[config.mk]
export PLATFORM = sky130hd
export DESIGN_NAME = difficulty_ctrl_flat
export DESIGN_NICKNAME = d
export VERILOG_FILES = /design/src/rtl/difficulty_if.sv /design/src/rtl/difficulty_ctrl.sv /design/src/flat_wrapper.sv
export SDC_FILE = /design/constraint.sdc
export NUM_CORES = 1
export LEC_CHECK = 0
export BUFFER_PORTS_ARGS = -buffer_cell sky130_fd_sc_hd__buf_2
export CELL_PAD_IN_SITES_DETAIL_PLACEMENT = 1
export CELL_PAD_IN_SITES_GLOBAL_PLACEMENT = 2
export CORE_MARGIN = 4
export CORE_UTILIZATION = 41
export CTS_BUF_LIST = sky130_fd_sc_hd__clkbuf_4
export CTS_CLUSTER_DIAMETER = 120
export CTS_CLUSTER_SIZE = 24
export DETAILED_ROUTE_END_ITERATION = 6
export PLACE_DENSITY_LB_ADDON = 0.1
export SYNTH_ARGS = -nofsm -noshare
export SYNTH_HDL_FRONTEND = slang
export SYNTH_SLANG_ARGS = --single-unit
[constraint.sdc]
create_clock -name clk -period 11.5 [get_ports clk]
set_input_delay 3.45 -clock clk [delete_from_list [all_inputs] [get_ports clk]]
set_output_delay 3.45 -clock clk [all_outputs]
set_load 0.03 [all_outputs]
[src/rtl/difficulty_if.sv]
// Control/status bundle between the game logic and difficulty_ctrl.
// The master drives game state and score; the slave (difficulty_ctrl) returns tick, gap and level.
interface difficulty_if;
    localparam int unsigned GS_W    = 4;
    localparam int unsigned SCORE_W = 32;
    localparam int unsigned GAP_W   = 8;
    localparam int unsigned LVL_W   = 4;

    logic [GS_W-1:0]    game_state;
    logic [SCORE_W-1:0] score_count;
    logic               move_tick;
    logic [GAP_W-1:0]   pipe_gap;
    logic [LVL_W-1:0]   level;
    logic               level_up;

    modport master (
        output game_state, score_count,
        input  move_tick, pipe_gap, level, level_up
    );

    modport slave (
        input  game_state, score_count,
        output move_tick, pipe_gap, level, level_up
    );
endinterface

[src/rtl/difficulty_ctrl.sv]
// Pipe movement tick generator with score-driven difficulty levels (shorter period, narrower gap).
// Optional macro DIFF_SLEW_EN: period slews toward its target by DIV_STEP/4 per tick instead of jumping.
module difficulty_ctrl #(
    parameter int unsigned BASE_DIV   = 199999,
    parameter int unsigned DIV_STEP   = 20000,
    parameter int unsigned MIN_DIV    = 99999,
    parameter int unsigned SCORE_STEP = 5,
    parameter int unsigned MAX_LEVEL  = 5,
    parameter int unsigned GAP_BASE   = 75,
    parameter int unsigned GAP_STEP   = 5,
    parameter int unsigned GAP_MIN    = 55
) (
    input  logic         clk,
    input  logic         rst,
    difficulty_if.slave  bus
);
    localparam int unsigned CNT_W = 32;
    localparam int unsigned LVL_W = 4;
    localparam int unsigned GAP_W = 8;
    localparam int unsigned GS_W  = 4;

    typedef enum logic [1:0] {S_IDLE, S_RUN, S_HOLD, S_FROZEN} state_t;

    state_t             r_state, w_state_nxt;
    logic [GS_W-1:0]    r_gs;
    logic [CNT_W-1:0]   r_cnt, w_cnt_nxt;
    logic [CNT_W-1:0]   r_cur_div, w_cur_div_nxt;
    logic [CNT_W-1:0]   r_next_thr, w_next_thr_nxt;
    logic [LVL_W-1:0]   r_level, w_level_nxt;
    logic [GAP_W-1:0]   r_pipe_gap, w_pipe_gap_nxt;
    logic               r_move_tick, w_move_tick_nxt;
    logic               r_level_up, w_level_up_nxt;

    logic [CNT_W-1:0]   w_div_dec, w_target_div, w_wrap_div;
    logic [CNT_W-1:0]   w_gap_dec;
    logic [GAP_W-1:0]   w_level_gap;
    logic               w_gs_run, w_gs_hold, w_gs_over;

    assign w_gs_run  = (r_gs == GS_W'(1));
    assign w_gs_hold = (r_gs == GS_W'(2));
    assign w_gs_over = (r_gs == GS_W'(3));

    // Level-derived period and gap; clamp is decided before subtracting so nothing underflows.
    assign w_div_dec    = CNT_W'(r_level) * DIV_STEP;
    assign w_target_div = (w_div_dec >= (BASE_DIV - MIN_DIV)) ? CNT_W'(MIN_DIV)
                                                              : CNT_W'(BASE_DIV - w_div_dec);
    assign w_gap_dec    = CNT_W'(r_level) * GAP_STEP;
    assign w_level_gap  = (w_gap_dec >= (GAP_BASE - GAP_MIN)) ? GAP_W'(GAP_MIN)
                                                              : GAP_W'(GAP_BASE - w_gap_dec);

`ifdef DIFF_SLEW_EN
    localparam int unsigned SLEW_RAW = DIV_STEP / 4;
    localparam int unsigned SLEW     = (SLEW_RAW == 0) ? 1 : SLEW_RAW;

    // Period applied at the next wrap: one bounded step toward the target.
    always_comb begin
        w_wrap_div = w_target_div;
        if (r_cur_div > w_target_div) begin
            if ((r_cur_div - w_target_div) > CNT_W'(SLEW))
                w_wrap_div = r_cur_div - CNT_W'(SLEW);
        end else if (r_cur_div < w_target_div) begin
            if ((w_target_div - r_cur_div) > CNT_W'(SLEW))
                w_wrap_div = r_cur_div + CNT_W'(SLEW);
        end
    end
`else
    assign w_wrap_div = w_target_div;
`endif

    // State and datapath registers.
    always_ff @(posedge clk or posedge rst) begin
        if (rst) begin
            r_state     <= S_IDLE;
            r_gs        <= '0;
            r_cnt       <= '0;
            r_cur_div   <= CNT_W'(BASE_DIV);
            r_next_thr  <= CNT_W'(SCORE_STEP);
            r_level     <= '0;
            r_pipe_gap  <= GAP_W'(GAP_BASE);
            r_move_tick <= 1'b0;
            r_level_up  <= 1'b0;
        end else begin
            r_state     <= w_state_nxt;
            r_gs        <= bus.game_state;
            r_cnt       <= w_cnt_nxt;
            r_cur_div   <= w_cur_div_nxt;
            r_next_thr  <= w_next_thr_nxt;
            r_level     <= w_level_nxt;
            r_pipe_gap  <= w_pipe_gap_nxt;
            r_move_tick <= w_move_tick_nxt;
            r_level_up  <= w_level_up_nxt;
        end
    end

    // Next state and next register values.
    always_comb begin
        w_state_nxt     = r_state;
        w_cnt_nxt       = r_cnt;
        w_cur_div_nxt   = r_cur_div;
        w_next_thr_nxt  = r_next_thr;
        w_level_nxt     = r_level;
        w_pipe_gap_nxt  = w_level_gap;
        w_move_tick_nxt = 1'b0;
        w_level_up_nxt  = 1'b0;

        unique case (r_state)
            S_IDLE: begin
                w_cnt_nxt      = '0;
                w_cur_div_nxt  = CNT_W'(BASE_DIV);
                w_level_nxt    = '0;
                w_next_thr_nxt = CNT_W'(SCORE_STEP);
                w_pipe_gap_nxt = GAP_W'(GAP_BASE);
                if (w_gs_run)
                    w_state_nxt = S_RUN;
            end
            S_RUN: begin
                if (r_cnt == r_cur_div) begin
                    w_move_tick_nxt = 1'b1;
                    w_cnt_nxt       = '0;
                    w_cur_div_nxt   = w_wrap_div;
                end else begin
                    w_cnt_nxt = r_cnt + CNT_W'(1);
                end
                if ((bus.score_count >= r_next_thr) && (r_level < LVL_W'(MAX_LEVEL))) begin
                    w_level_nxt    = r_level + LVL_W'(1);
                    w_next_thr_nxt = r_next_thr + CNT_W'(SCORE_STEP);
                    w_level_up_nxt = 1'b1;
                end
                if (w_gs_hold)
                    w_state_nxt = S_HOLD;
                else if (w_gs_over)
                    w_state_nxt = S_FROZEN;
                else if (!w_gs_run)
                    w_state_nxt = S_IDLE;
            end
            S_HOLD: begin
                if (w_gs_run)
                    w_state_nxt = S_RUN;
                else if (w_gs_over)
                    w_state_nxt = S_FROZEN;
                else if (!w_gs_hold)
                    w_state_nxt = S_IDLE;
            end
            S_FROZEN: begin
                if (!w_gs_run && !w_gs_hold && !w_gs_over)
                    w_state_nxt = S_IDLE;
            end
        endcase
    end

    assign bus.move_tick = r_move_tick;
    assign bus.pipe_gap  = r_pipe_gap;
    assign bus.level     = r_level;
    assign bus.level_up  = r_level_up;

endmodule
[src/flat_wrapper.sv]
// flat-port wrapper written by rule: the top's interface ports become plain ports
module difficulty_ctrl_flat 
#(
    parameter int unsigned BASE_DIV   = 199999,
    parameter int unsigned DIV_STEP   = 20000,
    parameter int unsigned MIN_DIV    = 99999,
    parameter int unsigned SCORE_STEP = 5,
    parameter int unsigned MAX_LEVEL  = 5,
    parameter int unsigned GAP_BASE   = 75,
    parameter int unsigned GAP_STEP   = 5,
    parameter int unsigned GAP_MIN    = 55
)
  (clk, rst, bus_game_state, bus_score_count, bus_move_tick, bus_pipe_gap, bus_level, bus_level_up);
  difficulty_if bus_i ();
  input  logic clk;
  input  logic rst;
  input wire logic [$bits(bus_i.game_state)-1:0] bus_game_state;
  input wire logic [$bits(bus_i.score_count)-1:0] bus_score_count;
  output wire logic [$bits(bus_i.move_tick)-1:0] bus_move_tick;
  output wire logic [$bits(bus_i.pipe_gap)-1:0] bus_pipe_gap;
  output wire logic [$bits(bus_i.level)-1:0] bus_level;
  output wire logic [$bits(bus_i.level_up)-1:0] bus_level_up;
  assign bus_i.game_state = bus_game_state;
  assign bus_i.score_count = bus_score_count;
  assign bus_move_tick = bus_i.move_tick;
  assign bus_pipe_gap = bus_i.pipe_gap;
  assign bus_level = bus_i.level;
  assign bus_level_up = bus_i.level_up;
  difficulty_ctrl #(.BASE_DIV(BASE_DIV), .DIV_STEP(DIV_STEP), .MIN_DIV(MIN_DIV), .SCORE_STEP(SCORE_STEP), .MAX_LEVEL(MAX_LEVEL), .GAP_BASE(GAP_BASE), .GAP_STEP(GAP_STEP), .GAP_MIN(GAP_MIN)) u_core (.clk(clk), .rst(rst), .bus(bus_i));
endmodule
# == After elaboration in Yosys (flattened, before gate mapping) ==
# Index checks and enable logic that the tools add are counted.
# totals
word_cells,68
ff_bits,116
memories,0
inputBits,38
mem_bits_ro,0
latchBits,0
out_inout_bits,14
mem_bits_rw,0
# classes
n_reduce_logical,11
div,0
bitwise_logic,0
n_addsub,5
mul,2
magnitude_cmp,4
n_shift,0
mux,24
eq_ne,13
# ops
cell,n
one-hot mux 32 bit (2 select lines),3
two-way mux 32 bit,4
"adder 32 x 1 -> 32 bit, second input constant",1
"adder 32 x 3 -> 32 bit, second input constant",1
equality test 32 bit,1
>= comparator 32 bit,1
"subtractor 18 x 19 -> 20 bit, first input constant",1
">= comparator 19 x 17 -> 1 bit, second input constant",1
two-way mux 2 bit,8
two-way mux 8 bit,2
"multiplier 4 x 10 -> 14 bit, second input constant",1
"equality test 4 x 2 -> 1 bit, second input constant",2
"!= test 2 x 1 -> 1 bit, second input constant",4
one-hot mux 2 bit (4 select lines),1
one-hot mux 4 bit (2 select lines),1
"subtractor 7 x 7 -> 8 bit, first input constant",1
">= comparator 7 x 5 -> 1 bit, second input constant",1
"multiplier 4 x 3 -> 7 bit, second input constant",1
"adder 4 x 1 -> 4 bit, second input constant",1
"equality test 2 bit, second input constant",2
"equality test 4 x 1 -> 1 bit, second input constant",1
"< comparator 4 x 3 -> 1 bit, second input constant",1
two-way mux 1 bit,4
two-way mux 4 bit,1
9 further kinds,14

# == Longest topological paths before layout ==
# Gate-level depths: netlist (run 1).
# depth
depth_word,6
ltp_mapped,15
ltp_nobuf,13

# == Worst setup path after synthesis (run 1) ==
# Ideal clock, no wire load.
# synth_path
path_kind,input-to-reg
startpoint,input bus_score_count[15]
endpoint,register u_core.r_next_thr[18]
path_buffers,1
required_ns,11.422
setup_time_ns,0.078
setup_slack_ns,5.919
arrival_time_ns,5.503
stages,9
path_cell_list,ha_1 -> and4_1 -> nand4_1 -> o41a_1 -> a31oi_4 -> o21ai_2 -> buf_6 -> or4_1 -> a21oi_1
# synth_between
elab_chain_cells,4
# synth_rtl
element,line_no,rtl
start: declaration,flat_wrapper.sv:18,input wire logic [$bits(bus_i.score_count)-1:0] bus_score_count;
>= comparator 32 bit,difficulty_ctrl.sv:124,if ((bus.score_count >= r_next_thr) && (r_level < LVL_W'(MAX_LEVEL))) begin
logical AND 1 bit,difficulty_ctrl.sv:124,
!= test 2 x 1 -> 1 bit (no line),n/a,
AND reduction 2 bit (no line),n/a,
end signal: assignment,difficulty_ctrl.sv:77,r_next_thr <= CNT_W'(SCORE_STEP);
end signal: assignment,difficulty_ctrl.sv:87,r_next_thr <= w_next_thr_nxt;
end: declaration,difficulty_ctrl.sv:28,"logic [CNT_W-1:0] r_next_thr, w_next_thr_nxt;"
# Every way passes these cells.
# A chain may end at the register's enable or synchronous reset.

# == Final worst setup path (run 1) ==
# layout_path
startpoint,input bus_score_count[0]
endpoint,register u_core.r_next_thr[7]
# Same word-level chain as after synthesis.

==> impl_metrics.ini, run 1 <==
[yosys]
synth_warnings = 0
syn_nets = 819
synthFlopType = dfrtp_1
synth_edf_count = 0
ys_ff_latch = 99
synth_cell_types = 59
syn_avg_cell_area_um2 = 9.051
syn_inst = 718
ys_seq_area_share_pct = 38.35
netlist_area_um2 = 6499
async_reset_ff_share_pct = 100.0

[floorplanning]
io_pins = 52
num_rows = 45
die_area_um2 = 17930
fp.dieW_um = 133.9
core_um2 = 15370
fp.dieH_um = 133.9
start_util_pct = 42.28

[clock_tree]
root_buffer = clkbuf_4
cts_buffer_depth = 2
cts_buffers = 9
cts.sinks = 99
path_clk_slew_ns = 0.16
cts_tree = built
htree_levels = 3
post_cts_buffers = 0
ctsResizeCount = 0
holdBufCountCts = 0
insertion_delay_ns = 0.48

[layout]
seqCellArea_um2 = 2492
fillers = 1819
final_cells = 971
synthToLayoutAreaGrowth_pct = 8.625
final_core_util_pct = 45.93
postLayoutCellArea_um2 = 7059
drive_gt1_share_pct = 12.63
antenna_cells = 0
multi_input_area_um2 = 3684
nNetsFinal = 856
layout_commonest_cell = dfrtp_1
final_cell_mix = dfrtp_1 (87), o21ai_0 (65), ha_1 (59)

[timing]
setup_viol = 0
fin_skew_ns = 0.03573
worst_slew_pin_slew_ns = 1.107
hold_viol = 0
fmax_mhz = 170.4
period_needed_ns = 5.867
maxSlewViolCount = 0
fin_ws_ns = 5.633
finalCritPeriodShare_pct = 51.02
relSlewSlack_pct = 25.94
rsz0062_at_grt = false
tns_ns = 0

[place]
dp_worst_setup_slack_ns = 5.159
port_buffers = 51
dp.cells = 955
dpl.hpwl_um = 12190
gp_congestion = 0.8001
dpl-instance-area_um2 = 6942

[global_routing]
grt_pass1_vias = 5603
grt-ovfl-total = 0
grt_start_max_net_pins = 53
antenna_found_initial = 0
grt_pass1_wl_um = 27850
track_usage_pct = 18.83

[setup_path]
required_ns = 11.85
crit_path_max_incr_delay_ns = 0.89
cp_max_fo = 47
cp-end-kind = flip-flop
worst-path-buf-inv = 2
crit_type = in2reg
crit_family = compound AO/OA/AOI/OAI gates
path_cells = buf_2, inv_1, ha_1, nand2b_1, a2111oi_0, o41a_1, a31oi_4, o21ai_4, o311ai_0, o41ai_1
crit_arrival_ns = 6.22
worst_path_max_delay_cell = o21ai_4
start_kind = primary input

[drt]
vias = 5464
wl_um = 16430
ant_nets = 0
via_per_inst = 5.627
firstDrtPassIters = 4
drc = 0
dr.first_iter.drc_count = 268
wl_per_cell_um = 16.92

[power_and_ir_drop]
power_density_nw_per_um2 = 80.09
ir_worst_vdd_mv = 0.05873
p_leak_nw = 3.083

[status]
status = completed

[run]
max_cap_violations = 0

[hold_path]
holdCritPathClass = reg2reg
-- routing by layer --
metal | GRT usage [%] | vias to the layer above | wire length [um]
li1 | - | 2663 | -
met1 | 26.10 | 2715 | 8118
met2 | 30.54 | 73 | 7600
met3 | 4.164 | 13 | 565
met4 | 3.657 | 0 | 150
met5 | 0 | - | 0
-- path summary, 6_finish.rpt --
path / slack, ns / endpoint / startpoint / cells past startpoint
min reg2reg: 0.45 / u_core.r_state[0] / u_core.r_gs[2] / 1
max in group asynchronous: 7.30 / u_core.r_cnt[14] / rst / 3
max reg2reg: 7.38 / u_core.r_cur_div[6] / u_core.bus.level[1] / 12
min in group asynchronous: 3.05 / u_core.r_next_thr[8] / rst / 2
min: 0.45 / u_core.r_state[0] / u_core.r_gs[2] / 1
max: 5.63 / u_core.r_next_thr[7] / bus_score_count[0] / 10
-- state kept, by name, summed over array words and instances, names as in the netlist --
register,count
u_core.bus.move_tick,1
u_core.r_state,2
u_core.bus.level,4
u_core.r_next_thr,32
u_core.r_cnt,32
u_core.r_cur_div,15
u_core.bus.pipe_gap,8
u_core.r_gs,4
u_core.bus.level_up,1
-- worst reg2reg max path: cells and delay by family, from the launching register on --
kind	cells	cell delay, ns
AOI/OAI and AO/OA	2	1.04
xor gates and xnor gates	1	0.26
adders and majority gates	3	1.35
buffers and inverters	3	0.39
DFF	1	0.66
and+or+nand+nor	3	0.37
-- per-stage QoR --
stage	hold WS [ns]	power, mW
2_1_floorplan	0.4095	0.3861
3_3_place_gp	0.4134	0.4012
3_5_place_dp	0.4325	0.4042
4_1_cts	0.4549	0.5771
5_1_grt	0.4725	0.5970
6_report	0.4501	0.5653
-- where the power goes --
part	switching (mW)	internal, mW
Combinational	0.0282	0.0163
Clock	0.121	0.0474
Sequential	0.00204	0.350
Total	0.151	0.414
-- synthesized netlist by cell type (all sizes together) (9+ instances only) --
master / instances / area, um2
dfstp: 12 / 315.3
and4: 10 / 87.58
o21ai: 70 / 357.8
o31ai: 12 / 90.09
or3: 14 / 87.58
clkbuf: 23 / 86.33
ha: 59 / 738.2
nor2: 41 / 153.9
dfrtp: 87 / 2177
o211ai: 11 / 82.58
a21oi: 40 / 200.2
inv: 55 / 206.5
nand4: 17 / 106.4
nor4: 14 / 102.6
xnor2: 14 / 122.6
mux2i: 12 / 120.1
xor2: 22 / 192.7
nor3: 14 / 85.08
nand2: 54 / 202.7
a21o: 9 / 67.56
nand3: 36 / 185.2
-- logic make-up after synthesis --
| kind of cell | Yosys count | synth area share, % |
|---|---|---|
| compound gates | 181 | 17.39 |
| xor+xnor | 36 | 4.852 |
| fa+ha+maj | 63 | 12.59 |
| buf+inv | 85 | 5.121 |
| flops | 99 | 38.35 |
| mux | 12 | 1.848 |
| simple gates | 242 | 19.85 |
-- area by class of cell --
class / instances / share of cell area (%)
Clock inverter: 6 / 0.6026
Multi-Input combinational cell: 534 / 52.18
Tap cell: 211 / 3.740
Inverter: 55 / 2.960
Timing Repair Buffer: 56 / 4.147
Clock buffer: 10 / 1.063
Sequential cell: 99 / 35.31
No activity file was read; power rests on OpenSTA's default activity.
==> inputs of run 2 (changes only) <==
- ABC_AREA: default -> 1
- CORE_UTILIZATION: 41 -> 33
- clock period: 11.5 -> 5.27 ns (I/O delays scaled with it)
==> run 2 against run 1 <==
Against the previous run:
- first-iteration DRC count down 1.5%
- via count grew 26%
- worst setup slack got worse by 4.2 ns
- synthesized cell count up 47%
- clock power up 140%
- wire length is 40% higher
- clock skew down 0.010 ns
- critical endpoint is now u_core.r_cur_div[5]
- area after synthesis up 16%
- register-to-register slack got worse by 5.9 ns
- largest cell class unchanged
==> impl_metrics.ini, run 2 <==
[status]
status = completed

[setup_path]
crit_path_max_incr_delay_ns = 0.75
start_kind = flip-flop
worst-path-buf-inv = 4
crit_arrival_ns = 4.24
cp_max_fo = 14
crit_family = adder cells
critPathMostFrequentCell = inv_1
worst_path_max_delay_cell = dfrtp_1
cp-end-kind = flip-flop
required_ns = 5.72
crit_type = reg2reg
path_cells = inv_1, fa_1, inv_1, ha_1, inv_1, fa_1, xor2_1, and3_1, nand2_1, nand3_1, nand2_1, o21ai_0, nand2_1, inv_1

[yosys]
syn_nets = 1160
synth.top_cell.area_share_pct = 28.80
synth_cell_types = 43
synth_compound_area_share_pct = 5.396
synth_mux_area_share_pct = 0
ys_top_cells_by_area = dfrtp_1 (29%), nand2_1 (15%), ha_1 (9.8%), inv_1 (6.5%), nand3_1 (6.2%)
synth_warnings = 0
synth_edf_count = 0
synthAdderAreaFrac_pct = 10.82
yosys.area_share.simple_pct = 35.19
syn_avg_cell_area_um2 = 7.139
synth_top_family_by_area = simple AND/OR/NAND/NOR gates
yosysTopAreaCell = dfrtp_1
synth_xor_area_share_pct = 7.067
netlist_area_um2 = 7560
syn_inst = 1059
synth_common_cells = nand2_1 (299), inv_1 (131), nor2_1 (94), nand3_1 (93), dfrtp_1 (87)
ys_seq_area_share_pct = 32.97
synthFlopType = dfrtp_1
synthMostInstantiatedCell = nand2_1
async_reset_ff_share_pct = 100.0
ys_ff_latch = 99

[layout]
top_regs = u_core.r_cnt x32, u_core.r_next_thr x32, u_core.r_cur_div x15
final_core_util_pct = 36.35
final_cells = 1393
drive_gt1_share_pct = 9.575
layout_commonest_cell = nand2_1
multi_input_area_um2 = 4420
synthToLayoutAreaGrowth_pct = 8.524
final_cell_mix = nand2_1 (299), inv_1 (130), nor2_1 (94)
fillers = 2904
nNetsFinal = 1203
seqCellArea_um2 = 2492

[timing]
worst_slew_pin_slew_ns = 0.9065
fmax_mhz = 263.9
setup_viol = 0
tns_ns = 0
relSlewSlack_pct = 39.57
fin_skew_ns = 0.02536
fin_ws_ns = 1.481
finalCritPeriodShare_pct = 71.90
period_needed_ns = 3.789
hold_viol = 0
hold_slack_ns = 0.5226
maxSlewViolCount = 0
rsz0062_at_grt = false

[clock_tree]
holdBufCountCts = 0
cts_buffers = 9
post_cts_buffers = 0
path_clk_slew_ns = 0.18
cts_tree = built
cts_buffer_depth = 2
htree_levels = 3
root_buffer = clkbuf_4
insertion_delay_ns = 0.50
ctsResizeCount = 0
cts.sinks = 99

[drt]
via_per_inst = 4.954
wl_per_cell_um = 16.48
drc = 0
vias = 6901
dr.first_iter.drc_count = 264
wl_um = 22960
firstDrtPassIters = 4
ant_nets = 0

[power_and_ir_drop]
p_comb_share_pct = 43.2
switchingPower_mw = 1.120
power_density_nw_per_um2 = 286.3
seq_power_share_pct = 39.2
p_leak_nw = 3.998
ir_worst_vdd_mv = 0.3095
p_clk_share_pct = 17.6
p_int_mw = 1.228
swShare_pct = 47.70

[place]
gp_congestion = 0.8002
dp.cells = 1376
dp_worst_setup_slack_ns = 1.322
port_buffers = 51
dpl.hpwl_um = 17650

[hold_path]
holdCritPathClass = reg2reg

[global_routing]
grt-ovfl-total = 0
grt_pass1_vias = 7131
grt_start_max_net_pins = 54
track_usage_pct = 18.47
antenna_found_initial = 1
grt_pass1_wl_um = 38340

[floorplanning]
fp.dieW_um = 159.4
core_um2 = 22570
die_area_um2 = 25390
io_pins = 52
fp.dieH_um = 159.4
num_rows = 55
start_util_pct = 33.49

[run]
max_cap_violations = 0
-- run 2: changes by cell type in the layout (fill, tap and decap cells not counted), moves of 21 or more --
cell     before  now
inv_1        54  130
nor3_1       11   35
nor2_1       40   94
a21oi_1      40   19
nand2_1      54  299
nand4_1      17   47
nand3_1      35   93
xor2_1       22   48
-- run 2: kinds of logic (layout without fill, tap and decap cells) --
| family | count (synthesis) | in the layout |
|---|---|---|
| buffers and inverters | 160 | 208 |
| DFF | 99 | 99 |
| adders and majority gates | 63 | 63 |
| other | 0 | 1 |
| and+or+nand+nor | 600 | 600 |
| AOI/OAI and AO/OA | 76 | 76 |
| xor gates and xnor gates | 61 | 61 |
-- run 2: power groups by stage --
| stage | clock (mW) | sequential (mW) | combinational, mW |
|---|---|---|---|
| 2_1_floorplan | 0 | 0.953 | 0.712 |
| 3_3_place_gp | 0 | 0.935 | 1.02 |
| 3_5_place_dp | 0 | 0.936 | 1.04 |
| 4_1_cts | 0.436 | 0.923 | 1.05 |
| 5_1_grt | 0.462 | 0.935 | 1.18 |
| 6_report | 0.413 | 0.921 | 1.01 |
-- run 2: area by class of cell --
type / instances / area share, %
multi-input combinational: 800 / 53.88
sequential: 99 / 30.38
inverter: 136 / 6.253
tap: 285 / 4.346
timing repair buffer: 56 / 3.569
clock buffer: 9 / 0.8235
clock inverter: 7 / 0.7168
antenna: 1 / 0.03050
-- run 2: per-layer routing --
layer	wire (um)	vias up	track usage [%]	part of all wire, %
li1	-	3516	-	-
met2	10490	67	30.20	46
met5	0	-	0	0
met3	530	12	2.640	2.3
met1	11740	3306	26.52	51
met4	188	0	2.998	0.82
-- run 2: path summary, 6_finish.rpt --
check,from,to,slack [ns],cells past startpoint
worst min register to register,u_core.r_cur_div[18],u_core.r_cur_div[18],0.52,2
max in group asynchronous,rst,u_core.r_cur_div[11],3.18,3
worst max-delay path,u_core.bus.level[2],u_core.r_cur_div[5],1.48,14
worst min-delay path,u_core.r_cur_div[18],u_core.r_cur_div[18],0.52,2
min in group asynchronous,rst,u_core.r_next_thr[8],1.20,2
worst max register to register,u_core.bus.level[2],u_core.r_cur_div[5],1.48,14
-- run 2: tightest hold or removal path, stage by stage, from the launching register on --
cell and delay (ns):
dfrtp_1 0.42, inv_1 0.06, nor2_1 0.04
-- run 2: through the flow --
step / area, um2 / power (mW)
finish: 8204 / 2.348
global route: 8204 / 2.573
CTS: 8202 / 2.404
detailed placement: 8075 / 1.977
global placement: 8075 / 1.959
floorplan: 7560 / 1.665
==> inputs of run 3 (changes only) <==
- CORE_UTILIZATION: 33 -> 36
- clock period: 5.27 -> 3.6 ns (I/O delays scaled with it)
==> run 3 against run 2 <==
Against the previous run:
- combinational power grew 55%
- flip-flop and latch count is the same
- register-to-register slack lost 1.1 ns
- worst hold slack gained 0.0051 ns
- clock-buffer cell count is the same
- sequential share of layout area shrank 0.31 points
- final cell count shrank 0.43%
- clock power grew 56%
- maximum frequency grew 19%
- non-clock buffer count grew 9
- design area grew 1.0%
- critical path type unchanged
- critical endpoint is now u_core.r_cur_div[11]
- largest power group unchanged
==> impl_metrics.ini, run 3 (synthesis results as in run 2) <==
[status]
status = completed

[clock_tree]
cts_buffer_depth = 2
ctsResizeCount = 0
htree_levels = 3
cts_buffers = 9
cts_tree = built
holdBufCountCts = 0
cts.sinks = 99
root_buffer = clkbuf_4
post_cts_buffers = 0
insertion_delay_ns = 0.51
path_clk_slew_ns = 0.20

[power_and_ir_drop]
p_leak_nw = 4.054
ir_worst_vdd_mv = 0.3219
power_density_nw_per_um2 = 426.2
finalPower_mw = 3.533

[drt]
wl_um = 22600
vias = 6961
firstDrtPassIters = 4
dr.first_iter.drc_count = 349
ant_nets = 0
drc = 0
wl_per_cell_um = 16.29
via_per_inst = 5.019

[timing]
relSlewSlack_pct = 39.11
worst_slew_pin_slew_ns = 0.9133
maxSlewViolCount = 0
finalCritPeriodShare_pct = 88.23
tns_ns = 0
period_needed_ns = 3.176
setup_viol = 0
hold_viol = 0
fmax_mhz = 314.8
rsz0062_at_grt = false
fin_skew_ns = 0.02729

[layout]
final_cell_mix = nand2_1 (299), inv_1 (130), nor2_1 (94)
fillers = 2679
drive_gt1_share_pct = 10.39
final_cells = 1387
layout_commonest_cell = nand2_1
postLayoutCellArea_um2 = 8288
nNetsFinal = 1212
synthToLayoutAreaGrowth_pct = 9.633
final_core_util_pct = 40.57
top_regs = u_core.r_cnt x32, u_core.r_next_thr x32, u_core.r_cur_div x15

[run]
max_cap_violations = 0

[setup_path]
start_kind = flip-flop
required_ns = 4.06
crit_arrival_ns = 3.63
cp-end-kind = flip-flop
crit_type = reg2reg
cp_max_fo = 8

[place]
dpl-instance-area_um2 = 8138
port_buffers = 51
gp_congestion = 0.8039
dp.cells = 1370
dpl.hpwl_um = 17460

[floorplanning]
start_util_pct = 37.00
fp.dieW_um = 152.9
die_area_um2 = 23380
core_um2 = 20430
io_pins = 52
fp.dieH_um = 152.9
num_rows = 52

[global_routing]
grt-ovfl-total = 0
antenna_found_initial = 1
grt_start_max_net_pins = 52
grt_pass1_vias = 7183
track_usage_pct = 19.73
grt_pass1_wl_um = 37740

[hold_path]
holdCritPathClass = reg2reg
-- run 3: stage by stage --
stage          worst slack [ns]  hold WS [ns]
5_1_grt                  0.1121        0.5658
4_1_cts                  0.3731        0.5271
6_report                 0.4237        0.5277
2_1_floorplan            0.2214        0.4857
3_5_place_dp             0.4376        0.5035
3_3_place_gp             0.5251        0.5011
-- run 3: power by group --
part | internal, mW | switching [mW]
Clock | 0.168 | 0.478
Sequential | 1.21 | 0.105
Combinational | 0.465 | 1.10
Total | 1.85 | 1.69
-- run 3: path summary, 6_finish.rpt --
| path | startpoint | endpoint | slack, ns | cells after the start |
|---|---|---|---|---|
| setup / recovery | u_core.bus.level[1] | u_core.r_cur_div[11] | 0.42 | 15 |
| hold reg to reg | u_core.r_cur_div[18] | u_core.r_cur_div[18] | 0.53 | 2 |
| hold / removal | u_core.r_cur_div[18] | u_core.r_cur_div[18] | 0.53 | 2 |
| min in group asynchronous | rst | u_core.r_cnt[23] | 0.64 | 2 |
| setup reg to reg | u_core.bus.level[1] | u_core.r_cur_div[11] | 0.42 | 15 |
| max in group asynchronous | rst | u_core.r_cur_div[11] | 2.22 | 3 |
-- run 3: cell type report --
cell class / instances / area, um2 / area share, %
Clock inverter: 7 / 80.08 / 0.9662
Sequential cell: 99 / 2492 / 30.07
Tap cell: 270 / 337.8 / 4.076
Inverter: 136 / 514.2 / 6.205
Clock buffer: 9 / 67.56 / 0.8152
Multi-Input combinational cell: 800 / 4420 / 53.34
Timing Repair Buffer: 65 / 372.9 / 4.499
Antenna cell: 1 / 2.502 / 0.03019
-- run 3: routing by layer --
metal	up-vias	part of all wire, %	global-route usage [%]
met1	3353	49	27.83
met4	0	0.72	2.885
li1	3525	-	-
met3	10	3.1	3.025
met2	73	47	32.90
met5	-	0	0
-- run 3: critical path, cell delays in order, from the launching register on --
cell and delay [ns]:
dfrtp_1 0.39, inv_1 0.14, fa_1 0.56, inv_1 0.04, ha_1 0.29, inv_1 0.06
fa_1 0.62, inv_1 0.09, nor2_1 0.08, and3_1 0.15, nand2_1 0.05, nand3_1 0.08
nand2_1 0.21, o21ai_0 0.23, nand2_1 0.08, inv_1 0.06
